File: config.mk
export PLATFORM = sky130hd
export DESIGN_NAME = arb_grant_sequencer
export DESIGN_NICKNAME = d
export VERILOG_FILES = /design/src/rtl/arb_pkg.sv /design/src/rtl/onehot_enc.sv /design/src/rtl/arb_grant_sequencer.sv
export SDC_FILE = /design/constraint.sdc
export NUM_CORES = 1
export LEC_CHECK = 0
export CELL_PAD_IN_SITES_DETAIL_PLACEMENT = 1
export CELL_PAD_IN_SITES_GLOBAL_PLACEMENT = 2
export CORE_MARGIN = 1
export CORE_UTILIZATION = 25
export DETAILED_ROUTE_END_ITERATION = 6
export HOLD_SLACK_MARGIN = 0.05
export MAX_ROUTING_LAYER = met4
export PLACE_DENSITY_LB_ADDON = 0.3
export SLEW_MARGIN = 20
export SYNTH_ARGS = -nofsm -noshare
export SYNTH_HDL_FRONTEND = slang
export SYNTH_SLANG_ARGS = --single-unit
File: constraint.sdc
create_clock -name i_clk -period 2.48 [get_ports i_clk]
set_input_delay 0.248 -clock i_clk [delete_from_list [all_inputs] [get_ports i_clk]]
set_output_delay 0.248 -clock i_clk [all_outputs]
set_load 0.02 [all_outputs]
File: src/rtl/arb_pkg.sv
// ---------------------------------------------------------------------------
// arb_pkg
//
// Shared definitions for the arbiter's downstream consumers.
//
// Contents:
//   MAX_N / IDX_MAX_W  - widest grant vector the helper functions accept
//   seq_state_t        - grant sequencer state encoding
//   onehot_to_idx()    - bit position of the lowest set bit of a vector
//   is_onehot()        - true when exactly one bit of a vector is set
// ---------------------------------------------------------------------------
package arb_pkg;

  // The helpers work on a fixed-width vector so that any requester count
  // up to MAX_N can share them. Callers zero-extend narrower grant vectors.
  localparam int MAX_N     = 32;
  localparam int IDX_MAX_W = $clog2(MAX_N);

  // Sequencer states. The encoding is fixed so that the state is easy to
  // recognise on a waveform.
  typedef enum logic [1:0] {
    IDLE = 2'd0,
    XFER = 2'd1,
    ACK  = 2'd2,
    GAP  = 2'd3
  } seq_state_t;

  // Position of the lowest set bit. The scan runs from the top down so the
  // last assignment made is the lowest position. For a true one-hot input
  // this is simply the position of the single set bit. Returns 0 when no
  // bit is set, so callers must qualify the result with is_onehot().
  function automatic logic [IDX_MAX_W-1:0] onehot_to_idx(
    input logic [MAX_N-1:0] vec
  );
    logic [IDX_MAX_W-1:0] idx;
    idx = '0;
    for (int i = MAX_N - 1; i >= 0; i--) begin
      if (vec[i]) begin
        idx = i[IDX_MAX_W-1:0];
      end
    end
    return idx;
  endfunction

  // True when exactly one bit is set. Zero and multi-hot both return 0.
  function automatic logic is_onehot(
    input logic [MAX_N-1:0] vec
  );
    int unsigned ones;
    ones = 0;
    for (int i = 0; i < MAX_N; i++) begin
      if (vec[i]) begin
        ones++;
      end
    end
    return (ones == 1);
  endfunction

endpackage

File: src/rtl/onehot_enc.sv
// ---------------------------------------------------------------------------
// onehot_enc
//
// Turns an N-bit grant vector into a requester index and classifies it.
//
// Parameters:
//   N   - width of the one-hot vector (2..MAX_N)
//   IW  - width of the encoded index
//
// Ports:
//   i_onehot  in   N   vector to encode
//   o_idx     out  IW  position of the set bit (lowest set bit if multi-hot)
//   o_valid   out  1   exactly one bit set
//   o_multi   out  1   more than one bit set
// ---------------------------------------------------------------------------
module onehot_enc
  import arb_pkg::*;
#(
  parameter int N  = 2,
  parameter int IW = $clog2(N)
) (
  input  logic [N-1:0]  i_onehot,
  output logic [IW-1:0] o_idx,
  output logic          o_valid,
  output logic          o_multi
);

  logic [MAX_N-1:0] w_paddedVec;

  // Widen to the package helper width; the upper bits are always zero.
  assign w_paddedVec = MAX_N'(i_onehot);

  // Index and classification are pure combinational decode. A vector that
  // has bits set but is not one-hot is, by elimination, multi-hot.
  assign o_idx   = IW'(onehot_to_idx(w_paddedVec));
  assign o_valid = is_onehot(w_paddedVec);
  assign o_multi = (|i_onehot) & ~o_valid;

endmodule

File: src/rtl/arb_grant_sequencer.sv
// ---------------------------------------------------------------------------
// arb_grant_sequencer
//
// Takes the arbiter's one-hot grant, latches the winner and drives that
// requester's burst onto a shared valid/ready bus. A completed burst is
// answered with a one-cycle o_ack_out pulse, followed by one quiet cycle
// so that the arbiter always sees a falling edge on its ack input.
//
// Parameters:
//   N   - number of requesters (>= 2, matches the arbiter)
//   DW  - data width per requester and of the bus
//   LW  - burst length field width; a burst is len+1 beats
//
// Ports:
//   i_clk          in   1     rising-edge clock
//   i_rst_n        in   1     asynchronous active-low reset
//   i_grant        in   N     one-hot grant from the arbiter, 0 = no winner
//   i_req_data     in   N*DW  per-requester current beat, slice i*DW +: DW
//   i_req_len      in   N*LW  per-requester burst length - 1
//   o_bus_valid    out  1     beat valid
//   o_bus_data     out  DW    beat data
//   o_bus_src      out  IW    index of the requester owning the burst
//   o_bus_last     out  1     final beat of the burst
//   i_bus_ready    in   1     target accepts the beat
//   o_beat_taken   out  N     one-hot, beat of requester i accepted
//   o_done         out  N     one-hot pulse, burst of requester i finished
//   o_ack_out      out  1     one-cycle pulse per completed burst
//   o_busy         out  1     sequencer is not idle
//   o_grant_err    out  1     one-cycle pulse, multi-hot grant seen in IDLE
// ---------------------------------------------------------------------------
module arb_grant_sequencer
  import arb_pkg::*;
#(
  parameter int N  = 2,
  parameter int DW = 8,
  parameter int LW = 4,
  localparam int IW = $clog2(N)
) (
  input  logic            i_clk,
  input  logic            i_rst_n,
  input  logic [N-1:0]    i_grant,
  input  logic [N*DW-1:0] i_req_data,
  input  logic [N*LW-1:0] i_req_len,
  output logic            o_bus_valid,
  output logic [DW-1:0]   o_bus_data,
  output logic [IW-1:0]   o_bus_src,
  output logic            o_bus_last,
  input  logic            i_bus_ready,
  output logic [N-1:0]    o_beat_taken,
  output logic [N-1:0]    o_done,
  output logic            o_ack_out,
  output logic            o_busy,
  output logic            o_grant_err
);

  seq_state_t    r_state;
  logic [IW-1:0] r_idx;
  logic [LW-1:0] r_lenQ;
  logic [LW-1:0] r_beatCnt;
  logic          r_busValid;
  logic          r_ackOut;
  logic [N-1:0]  r_done;
  logic          r_grantErr;

  logic [IW-1:0] w_grantIdx;
  logic          w_grantValid;
  logic          w_grantMulti;
  logic          w_beatAccept;
  logic          w_lastBeat;
  logic [N-1:0]  w_idxOneHot;

  // Decode the incoming grant. Only consulted while idle; later changes of
  // the grant cannot disturb a burst already in progress.
  onehot_enc #(
    .N  (N),
    .IW (IW)
  ) u_grantEnc (
    .i_onehot (i_grant),
    .o_idx    (w_grantIdx),
    .o_valid  (w_grantValid),
    .o_multi  (w_grantMulti)
  );

  // A beat moves when the bus handshake completes; it is the last one when
  // the beat counter has caught up with the latched length.
  assign w_beatAccept = r_busValid & i_bus_ready;
  assign w_lastBeat   = r_busValid & (r_beatCnt == r_lenQ);

  // One-hot form of the latched owner, shared by the beat and done pulses.
  always_comb begin
    w_idxOneHot        = '0;
    w_idxOneHot[r_idx] = 1'b1;
  end

  // Sequencer FSM. Entering XFER latches owner and length so the burst is
  // self-contained. The final accepted beat goes straight to ACK with the
  // ack/done pulses already registered, then GAP forces ack low for a cycle
  // before the grant is looked at again. Reset abandons any burst silently.
  always_ff @(posedge i_clk or negedge i_rst_n) begin
    if (!i_rst_n) begin
      r_state    <= IDLE;
      r_idx      <= '0;
      r_lenQ     <= '0;
      r_beatCnt  <= '0;
      r_busValid <= 1'b0;
      r_ackOut   <= 1'b0;
      r_done     <= '0;
      r_grantErr <= 1'b0;
    end else begin
      r_ackOut   <= 1'b0;
      r_done     <= '0;
      r_grantErr <= 1'b0;
      case (r_state)
        IDLE: begin
          if (w_grantValid) begin
            r_idx      <= w_grantIdx;
            r_lenQ     <= i_req_len[w_grantIdx*LW +: LW];
            r_beatCnt  <= '0;
            r_busValid <= 1'b1;
            r_state    <= XFER;
          end else if (w_grantMulti) begin
            r_grantErr <= 1'b1;
          end
        end
        XFER: begin
          if (w_beatAccept) begin
            r_beatCnt <= r_beatCnt + 1'b1;
            if (w_lastBeat) begin
              r_busValid <= 1'b0;
              r_ackOut   <= 1'b1;
              r_done     <= w_idxOneHot;
              r_state    <= ACK;
            end
          end
        end
        ACK: begin
          r_state <= GAP;
        end
        GAP: begin
          r_state <= IDLE;
        end
        default: begin
          r_state <= IDLE;
        end
      endcase
    end
  end

  // Bus data follows the owner's current beat; it is forced to zero when no
  // beat is offered so the shared bus stays quiet between bursts.
  assign o_bus_valid  = r_busValid;
  assign o_bus_data   = r_busValid ? i_req_data[r_idx*DW +: DW] : '0;
  assign o_bus_src    = r_idx;
  assign o_bus_last   = w_lastBeat;
  assign o_beat_taken = w_beatAccept ? w_idxOneHot : '0;
  assign o_done       = r_done;
  assign o_ack_out    = r_ackOut;
  assign o_busy       = (r_state != IDLE);
  assign o_grant_err  = r_grantErr;

endmodule
==> metrics.csv, run 1 <==
stage,metric,value,unit
power_and_ir_drop,p_switching,109,uW
clock_network,cts-buffers-inserted,3,
logic_synthesis,netlist_area,1040,um^2
placed_design,gp_congestion,0.808,
global_routing,track_usage,0.137,
logic_synthesis,synth_top_area_cell,dfrtp_1,
power_and_ir_drop,peakVddDrop,0.000139,V
logic_synthesis,yosys_warnings,0,
critical_path,worstSetupEndpointType,output port,
clock_network,cts_sinks,16,
critical_path,cp.arrival,1.94,ns
logic_synthesis,syn-num-nets,142,
final_layout,finalNonFillerCells,200,
logic_synthesis,ys_seq_area_frac,0.386,
detailed_routing,wl_met1,1.06,mm
global_routing,grt_pass1_vias,983,
final_layout,finalNetCount,188,
placed_design,place_area,1530,um^2
clock_network,path_clk_slew,0.06,ns
logic_synthesis,ys_ff_latch,16,
placed_design,dp.cells,197,
power_and_ir_drop,clkPwrFrac,0.376,
logic_synthesis,synth.avg_cell_area,9.79,um^2
logic_synthesis,synth_edf_count,0,
worst_hold_path,hp-class,in2async,
logic_synthesis,yosysMostFrequentCell,nor2_1,
timing,setup_tns,0,ns
detailed_routing,viasPerCell,4.72,
detailed_routing,antenna_left,0,
timing,worstMarginPinSlew,0.754,ns
clock_network,cts_tree,yes,
power_and_ir_drop,power_leakage,0.651,nW
power_and_ir_drop,seqPwrFrac,0.498,
critical_path,ff2ff_path_depth,6,
placed_design,io_buffers,46,
detailed_routing,wl_met3,265,um
logic_synthesis,syn_inst,106,
timing,rsz0062_at_grt,no,
power_and_ir_drop,p_per_area,334,nW/um^2
timing,finalCriticalPeriod,2.19,ns
critical_path,start_kind,flip-flop,
floorplan,die_h,66.4,um
clock_network,htree_levels,1,
final_layout,postLayoutCellArea,1570,um^2
timing,report.final.setup_viol,0,
detailed_routing,wl_per_cell,13.8,um
timing,drv_slew,0,
floorplan,die_area,4410,um^2
global_routing,grt_overflow,0,
clock_network,cts_max_path_buffers,2,
logic_synthesis,ys.flop_type,dfrtp_1,
detailed_routing,via_count,944,
timing,fmax,0.457,GHz
clock_network,post_cts_resized,0,
power_and_ir_drop,comb_power_share,0.126,
timing,fin_skew,0.00141,ns
power_and_ir_drop,swShare,0.208,
run,max-cap-violations,0,
detailed_routing,drtIter0Drc,6,
floorplan,rows,23,
floorplan,io_pins,47,
power_and_ir_drop,total_power,524,uW
detailed_routing,top_layer_used,met4,
final_layout,n_antenna_cell,0,
timing,maxSlewHeadroom,0.496,
final_layout,drive_above_1_share,0.0533,
critical_path,cp_max_fo,8,
floorplan,initial_utilization,0.259,
logic_synthesis,ys_top_cells_by_area,"dfrtp_1 (39%), mux2i_1 (14%), ha_1 (8.4%)",
critical_path,cp.required,2.23,ns
clock_network,cts_setup_buffers,0,
power_and_ir_drop,power.internal,415,uW
clock_network,clk_latency,0.25,ns
timing,finalCritPeriodShare,0.882,
critical_path,worst-setup-path-type,reg2out,
detailed_routing,drc,0,
clock_network,root_buffer,clkbuf_8,
clock_network,postCtsHoldBufs,0,
global_routing,grt_pass1_wl,4.48,mm
logic_synthesis,synthArstFlopShare,1.00,
floorplan,core,4000,um^2
final_layout,area_growth,51.0,%
global_routing,antenna_found_initial,0,
outcome,status,finished clean,
detailed_routing,drtPass1Iterations,4,
logic_synthesis,synth.distinct_cells,30,
global_routing,grt_max_degree,17,
timing,hold_violations,0,
floorplan,die_w,66.4,um
logic_synthesis,synth_common_cells,"nor2_1 (17), dfrtp_1 (16), mux2i_1 (14)",
detailed_routing,routed-wl-met2,1.40,mm
placed_design,hpwl,2.24,mm
logic_synthesis,synth_top_area_share,0.386,
detailed_routing,routed_wl,2.76,mm
## placed cells by master, fill, tap and decap left out, drive strengths merged, types with 2 or more instances in the layout
master and instances:
a21boi 2, and2 3, clkbuf 3, clkdlybuf4s50 46, dfrtp 16, ha 7
inv 5, mux2 2, mux2i 14, nand2 7, nand3 2, nand4 2
nor2 17, nor3 3, o21ai 4, o221ai 2, xnor2 6
## through the flow
stage	util	hold WS (ns)	setup WS, ns
after CTS	0.392	0.482	0.251
after global routing	0.392	0.518	0.194
after detailed placement	0.381	0.499	0.248
final	0.392	0.443	0.293
after floorplan	-	-0.0476	0.795
after global placement	0.381	0.490	0.307
## cells by family (layout without fill, tap and decap cells)
logic type                 after synthesis  after routing  share of synthesized area
adders and majority gates                7              7                     0.0844
DFF                                     16             16                      0.386
AOI/OAI and AO/OA                       11             11                     0.0796
xor gates and xnor gates                 6              6                     0.0579
and+or+nand+nor                         39             39                      0.176
buffers and inverters                   11             55                     0.0555
muxes                                   16             16                      0.160
## sequential cells by signal, indices dropped and copies added, names as in the netlist
name	flops
o_grant_err	1
r_state	2
o_bus_src	1
o_ack_out	1
o_bus_valid	1
r_lenQ	4
o_done	2
r_beatCnt	4
## final timing paths
check,slack (ns),end,from
min,0.44,r_state[0],i_rst_n
max,0.29,o_bus_last,r_beatCnt[0]
min in group i_clk,0.51,r_lenQ[2],r_lenQ[2]
max reg2reg,0.64,r_state[1],r_state[1]
min reg2reg,0.51,r_lenQ[2],r_lenQ[2]
max in group asynchronous,1.57,o_grant_err,i_rst_n
## routing by layer
layer | track usage | vias up
li1 | - | 449
met1 | 0.148 | 448
met2 | 0.249 | 43
met3 | 0.0328 | 4
met4 | 0.0399 | 0
met5 | - | -
## power groups by stage
stage	clock, mW	combinational, mW	sequential, mW
floorplan	0	0.0126	0.266
finish	0.197	0.0658	0.261
global placement	0	0.0652	0.266
global route	0.217	0.0720	0.261
CTS	0.206	0.0678	0.261
detailed placement	0	0.0674	0.266
## area by class of cell
class                      instances  area, um^2
sequential                        16         400
tap                               50        62.6
fill                             454        2430
multi-input combinational         79         579
inverter                           6        22.5
timing repair buffer              46         460
clock buffer                       3        41.3
## critical path: stages (launching register included)
cell	delay, ns
dfrtp_1	0.52
xnor2_2	0.15
nand4_1	0.23
nor2_1	0.15
clkdlybuf4s50_1	0.62
Note: power is estimated with default switching activity, not from simulation.
==> run 2: changes to the inputs <==
--- a/config.mk
+++ b/config.mk
@@ -7,13 +7,11 @@
 export LEC_CHECK = 0
 export CELL_PAD_IN_SITES_DETAIL_PLACEMENT = 1
 export CELL_PAD_IN_SITES_GLOBAL_PLACEMENT = 2
-export CORE_MARGIN = 1
 export CORE_UTILIZATION = 25
 export DETAILED_ROUTE_END_ITERATION = 6
 export HOLD_SLACK_MARGIN = 0.05
 export MAX_ROUTING_LAYER = met4
 export PLACE_DENSITY_LB_ADDON = 0.3
-export SLEW_MARGIN = 20
 export SYNTH_ARGS = -nofsm -noshare
 export SYNTH_HDL_FRONTEND = slang
 export SYNTH_SLANG_ARGS = --single-unit
==> results of run 2 <==
Final layout, timing and power as in run 1 (identical DEF).
==> run 3: changes to the inputs <==
--- a/config.mk
+++ b/config.mk
@@ -12,6 +12,7 @@
 export HOLD_SLACK_MARGIN = 0.05
 export MAX_ROUTING_LAYER = met4
 export PLACE_DENSITY_LB_ADDON = 0.3
+export RECOVER_POWER = 50
 export SYNTH_ARGS = -nofsm -noshare
 export SYNTH_HDL_FRONTEND = slang
 export SYNTH_SLANG_ARGS = --single-unit
==> run 3 against run 2 <==
Effect of this change:
- global-route usage did not move
- core utilization did not move
- via count did not move
- first-iteration DRC count did not move
- clock skew barely moved
- power fell by 0.12%
- final area did not move
- highest routed layer unchanged
==> metrics.csv, run 3 (same netlist as run 1, synthesis figures left out) <==
stage,metric,value,unit,change
outcome,status,finished clean,,
final_layout,mostFrequentLayoutCells,"clkdlybuf4s50_1 (40), nor2_1 (17), dfrtp_1 (16), mux2i_1 (14)",,
timing,finalCriticalPeriod,2.19,ns,+0.00000100 ns
detailed_routing,drtIter0Drc,6,,unchanged
critical_path,cp.arrival,1.94,ns,about the same
critical_path,reg2reg_from,r_state[1],,
clock_network,cts_tree,yes,,
timing,finalCritPeriodShare,0.882,,about the same
final_layout,finalNetCount,188,,unchanged
global_routing,grt_pass1_vias,983,,unchanged
clock_network,htree_levels,1,,unchanged
critical_path,r2r_slack,0.64,ns,about the same
critical_path,worst-setup-path-type,reg2out,,
timing,drv_slew,0,,unchanged
final_layout,largestRegisters,"r_beatCnt x4, r_lenQ x4",,
final_layout,num-fill-cells,454,,unchanged
timing,fin_skew,0.00141,ns,-0.00000236 ns
clock_network,path_clk_slew,0.06,ns,about the same
final_layout,drive_above_1_share,0.0533,,unchanged
placed_design,gp_congestion,0.808,,unchanged
floorplan,initial_utilization,0.259,,unchanged
critical_path,ff2ff_path_depth,6,,unchanged
clock_network,clk_latency,0.25,ns,about the same
final_layout,n_antenna_cell,0,,unchanged
power_and_ir_drop,comb_power_share,0.125,,about the same
critical_path,worstSetupEndpointType,output port,,
floorplan,core,4000,um^2,unchanged
run,max-cap-violations,0,,unchanged
placed_design,io_buffers,46,,unchanged
global_routing,grt_overflow,0,,unchanged
floorplan,die_area,4410,um^2,unchanged
power_and_ir_drop,power_leakage,0.665,nW,+2.1%
global_routing,antenna_found_initial,0,,unchanged
timing,maxSlewHeadroom,0.491,,-0.00507
critical_path,cp.required,2.23,ns,about the same
critical_path,startpoint,r_beatCnt[0],,
worst_hold_path,hp-class,in2async,,
detailed_routing,drc,0,,unchanged
timing,worstMarginPinSlew,0.762,ns,+0.00745 ns
power_and_ir_drop,peakVddDrop,0.000139,V,about the same
timing,setup_tns,0,ns,unchanged
clock_network,cts_max_path_buffers,2,,unchanged
critical_path,reg2reg_to,r_state[1],,
final_layout,area_growth,51.0,%,unchanged
power_and_ir_drop,p_per_area,334,nW/um^2,-0.12%
detailed_routing,via_count,944,,unchanged
clock_network,cts-buffers-inserted,3,,unchanged
final_layout,final_common_cell,clkdlybuf4s50_1,,
clock_network,root_buffer,clkbuf_8,,
global_routing,grt_max_degree,17,,unchanged
critical_path,cp_max_fo,8,,unchanged
clock_network,post_cts_resized,0,,unchanged
timing,fmax,0.457,GHz,unchanged
power_and_ir_drop,clkPwrFrac,0.377,,about the same
detailed_routing,drtPass1Iterations,4,,unchanged
clock_network,postCtsHoldBufs,0,,unchanged
power_and_ir_drop,power.internal,414,uW,-0.16%
global_routing,track_usage,0.137,,unchanged
timing,rsz0062_at_grt,no,,
clock_network,cts_sinks,16,,unchanged
floorplan,rows,23,,unchanged
power_and_ir_drop,p_switching,109,uW,about the same
floorplan,die_w,66.4,um,unchanged
detailed_routing,routed_wl,2.76,mm,about the same
floorplan,io_pins,47,,unchanged
global_routing,grt_pass1_wl,4.48,mm,unchanged
floorplan,die_h,66.4,um,unchanged
power_and_ir_drop,swShare,0.209,,+0.000268
timing,whs,0.510,ns,+0.0663 ns
critical_path,start_kind,flip-flop,,
power_and_ir_drop,seqPwrFrac,0.499,,about the same
detailed_routing,viasPerCell,4.72,,unchanged
placed_design,hpwl,2.24,mm,unchanged
detailed_routing,antenna_left,0,,unchanged
clock_network,cts_setup_buffers,0,,unchanged
timing,hold_violations,0,,unchanged
timing,report.final.setup_viol,0,,unchanged
detailed_routing,wl_per_cell,13.8,um,about the same
## run 3: layout make-up
class	count	area, um^2	share of cell area
Inverter	6	22.5	0.0144
Clock buffer	3	41.3	0.0264
Sequential cell	16	400	0.256
Multi-Input combinational cell	79	579	0.370
Timing Repair Buffer	46	460	0.294
Tap cell	50	62.6	0.0399
## run 3: how the worst max path moves through the flow
stage / endpoint / cells past startpoint
after floorplan: r_state[1] / 7
after global placement: r_state[1] / 7
after detailed placement: r_state[1] / 7
after CTS: o_bus_last / 4
after global routing: o_bus_last / 4
final: o_bus_last / 4
## run 3: per-layer routing
metal	share of wire	wire, um	global-route usage	vias up
li1	-	-	-	449
met3	0.096	265	0.0328	4
met5	0	0	-	-
met4	0.011	31	0.0399	0
met2	0.51	1400	0.249	43
met1	0.38	1060	0.148	448
## run 3: through the flow
step / total power [mW] / cell area, um^2 / util / worst slack (ns) / std cells
final: 0.523 / 1570 / 0.392 / 0.293 / 200
after global routing: 0.549 / 1570 / 0.392 / 0.194 / 200
after CTS: 0.535 / 1570 / 0.392 / 0.251 / 200
after detailed placement: 0.333 / 1530 / 0.381 / 0.248 / 197
after global placement: 0.331 / 1530 / 0.381 / 0.307 / 197
after floorplan: 0.279 / 1040 / - / 0.795 / 106
## run 3: power groups by stage
stage               Clock (mW)  Sequential (mW)  Combinational (mW)
detailed placement           0            0.266              0.0674
global route             0.217            0.261              0.0714
floorplan                    0            0.266              0.0126
finish                   0.197            0.261              0.0652
CTS                      0.206            0.261              0.0678
global placement             0            0.266              0.0652
## run 3: critical path, cell delays in order (launching register included)
cell and delay [ns]:
dfrtp_1 0.52, xnor2_2 0.15, nand4_1 0.23, nor2_1 0.15, clkdlybuf4s50_1 0.62
==> edit (settings of run 2) <==
Reset style: synchronous (`i_rst_n`), changed in one clocked block. Comments in the files are not updated.
--- a/src/rtl/arb_grant_sequencer.sv
+++ b/src/rtl/arb_grant_sequencer.sv
@@ -96,7 +96,7 @@
   // self-contained. The final accepted beat goes straight to ACK with the
   // ack/done pulses already registered, then GAP forces ack low for a cycle
   // before the grant is looked at again. Reset abandons any burst silently.
-  always_ff @(posedge i_clk or negedge i_rst_n) begin
+  always_ff @(posedge i_clk) begin
     if (!i_rst_n) begin
       r_state    <= IDLE;
       r_idx      <= '0;
Check against the original RTL: differs if i_rst_n is asserted again (counterexample within 4 cycles, from zero or initial values and one cycle with i_rst_n low); with i_rst_n held inactive, the same outputs for 10 cycles.
==> edit against run 2 <==
  * Sequential cell count is the same
  * Worst setup slack gained 0.016 ns
  * Largest cell class unchanged
  * Design area shrank 1.8%
  * Synthesized area shrank 5.1%
  * Wire length shrank 6.7%
  * Sequential share of layout area shrank 4.7 points
  * Non-clock buffer count is the same
Power is not compared: it rests on default switching activity, and its combinational part moved more than twofold at a synthesized area within 25%.
==> edit: results (changes against run 2) <==
Run status
  – Status: finished clean

Routing
  – Routed met3 length: 177 um (-33%)
  – Drt total wl: 2580 um (-6.7%)
  – DR iter-0 viols: 37 (+31)
  – Via/cell ratio: 4.72 (about the same)
  – M1 WL: 1130 um (+6.3%)

Global routing
  – GR Util met2: 0.220 (-0.0287)
  – Vias in the first global route: 947 (-3.7%)
  – Pin count of the biggest net entering global routing: 16 (-1)
  – First-pass GRT wire length: 4360 um (-2.6%)
  – GRT met3 Usage: 0.0352 (+0.00245)

Critical path
  – Reg-to-Reg Start: r_state[1]$_SDFFE_PN0P_
  – R2R Path End: r_beatCnt[3]$_SDFFE_PN0P_
  – Cell family with the largest share of critical-path delay: flip-flops
  – Worst Path Max Fanout: 14 (+6)
  – Slowest cell on the critical path: dfxtp_1
  – R2r setup slk: 0.74 ns (+0.10 ns)

STA
  – Worst Skew: 0.00132 ns (-0.0000914 ns)
  – Hold WS: 0.487 ns (+0.0437 ns)
  – Relative slew slack: 0.568 (+0.0725)

Placement
  – Post-DP Area: 1480 um^2 (-2.7%)
  – DP Worst Slack: 0.256 ns (+0.00790 ns)
  – HPWL Detailed: 2080 um (-6.9%)
  – Final Wtd Congestion: 0.752 (-7.0%)

Logic synthesis
  – Cells after synthesis: 109 (+2.8%)
  – FFs w/ async S/R, synth: 0 (-1.00)
  – Synth Net Count: 145 (+2.1%)
  – Synth top area cells: dfxtp_1 (33%), mux2i_1 (16%), ha_1 (8.9%)
  – Seq/Total Area, Yosys: 0.325 (-0.0607)
  – Synth top cells by count: dfxtp_1 (16), mux2i_1 (16), nor2b_1 (11)

Clocking
  – Post-cts sizing count: 0 (unchanged)

Cells and area
  – Non-filler cells, final: 202 (+1.0%)
  – Number of nets in the layout: 191 (+1.6%)

Worst hold path
  – Worst min-delay path class: reg -> reg
edit: changes by cell type after synthesis, sizes merged, moves of 3 or more:
cell   change
nor2      -12
o211a      +4
nand2      +3
dfxtp     +16
nor2b     +11
dfrtp     -16
edit: where the power goes:
group	internal [mW]	switching, mW	leakage, nW
Combinational	0.288	0.299	0.451
Sequential	0.303	0.0555	0.131
Clock	0.141	0.0920	0.0288
edit: final cells by class:
cell class                      instances  area, um^2
Fill cell                             436        2180
Multi-Input combinational cell         83         624
Timing Repair Buffer                   46         460
Sequential cell                        16         320
Tap cell                               48        60.1
Clock buffer                            4        55.1
Inverter                                5        18.8
edit: worst register-to-register path: stages, from the launching register on:
cell     delay, ns
dfxtp_1       0.33
inv_1         0.10
ha_1          0.36
nor2_1        0.12
a211o_1       0.29
or3_1         0.35
a21oi_1       0.14
edit: worst max path at each step:
| stage | startpoint | to | slack (ns) | cells after the start |
|---|---|---|---|---|
| after CTS | o_bus_src$_SDFFE_PN0P_ | o_bus_data[0] | 0.28 | 3 |
| after detailed placement | i_grant[0] | r_beatCnt[3]$_SDFFE_PN0P_ | 0.26 | 7 |
| final | o_bus_src$_SDFFE_PN0P_ | o_bus_data[0] | 0.31 | 3 |
| after global routing | o_bus_src$_SDFFE_PN0P_ | o_bus_data[0] | 0.15 | 3 |
| after global placement | i_grant[0] | r_beatCnt[3]$_SDFFE_PN0P_ | 0.32 | 7 |
| after floorplan | i_grant[0] | r_beatCnt[3]$_SDFFE_PN0P_ | 0.87 | 6 |
edit: cell families after synthesis:
kind of cell | share of synthesized area
XOR/XNOR | 0.0356
multiplexers | 0.163
flip-flops | 0.325
AO/OA/AOI/OAI | 0.113
buffers and inverters | 0.0407
AND/OR/NAND/NOR | 0.234
adder cells (fa/ha/maj) | 0.0889
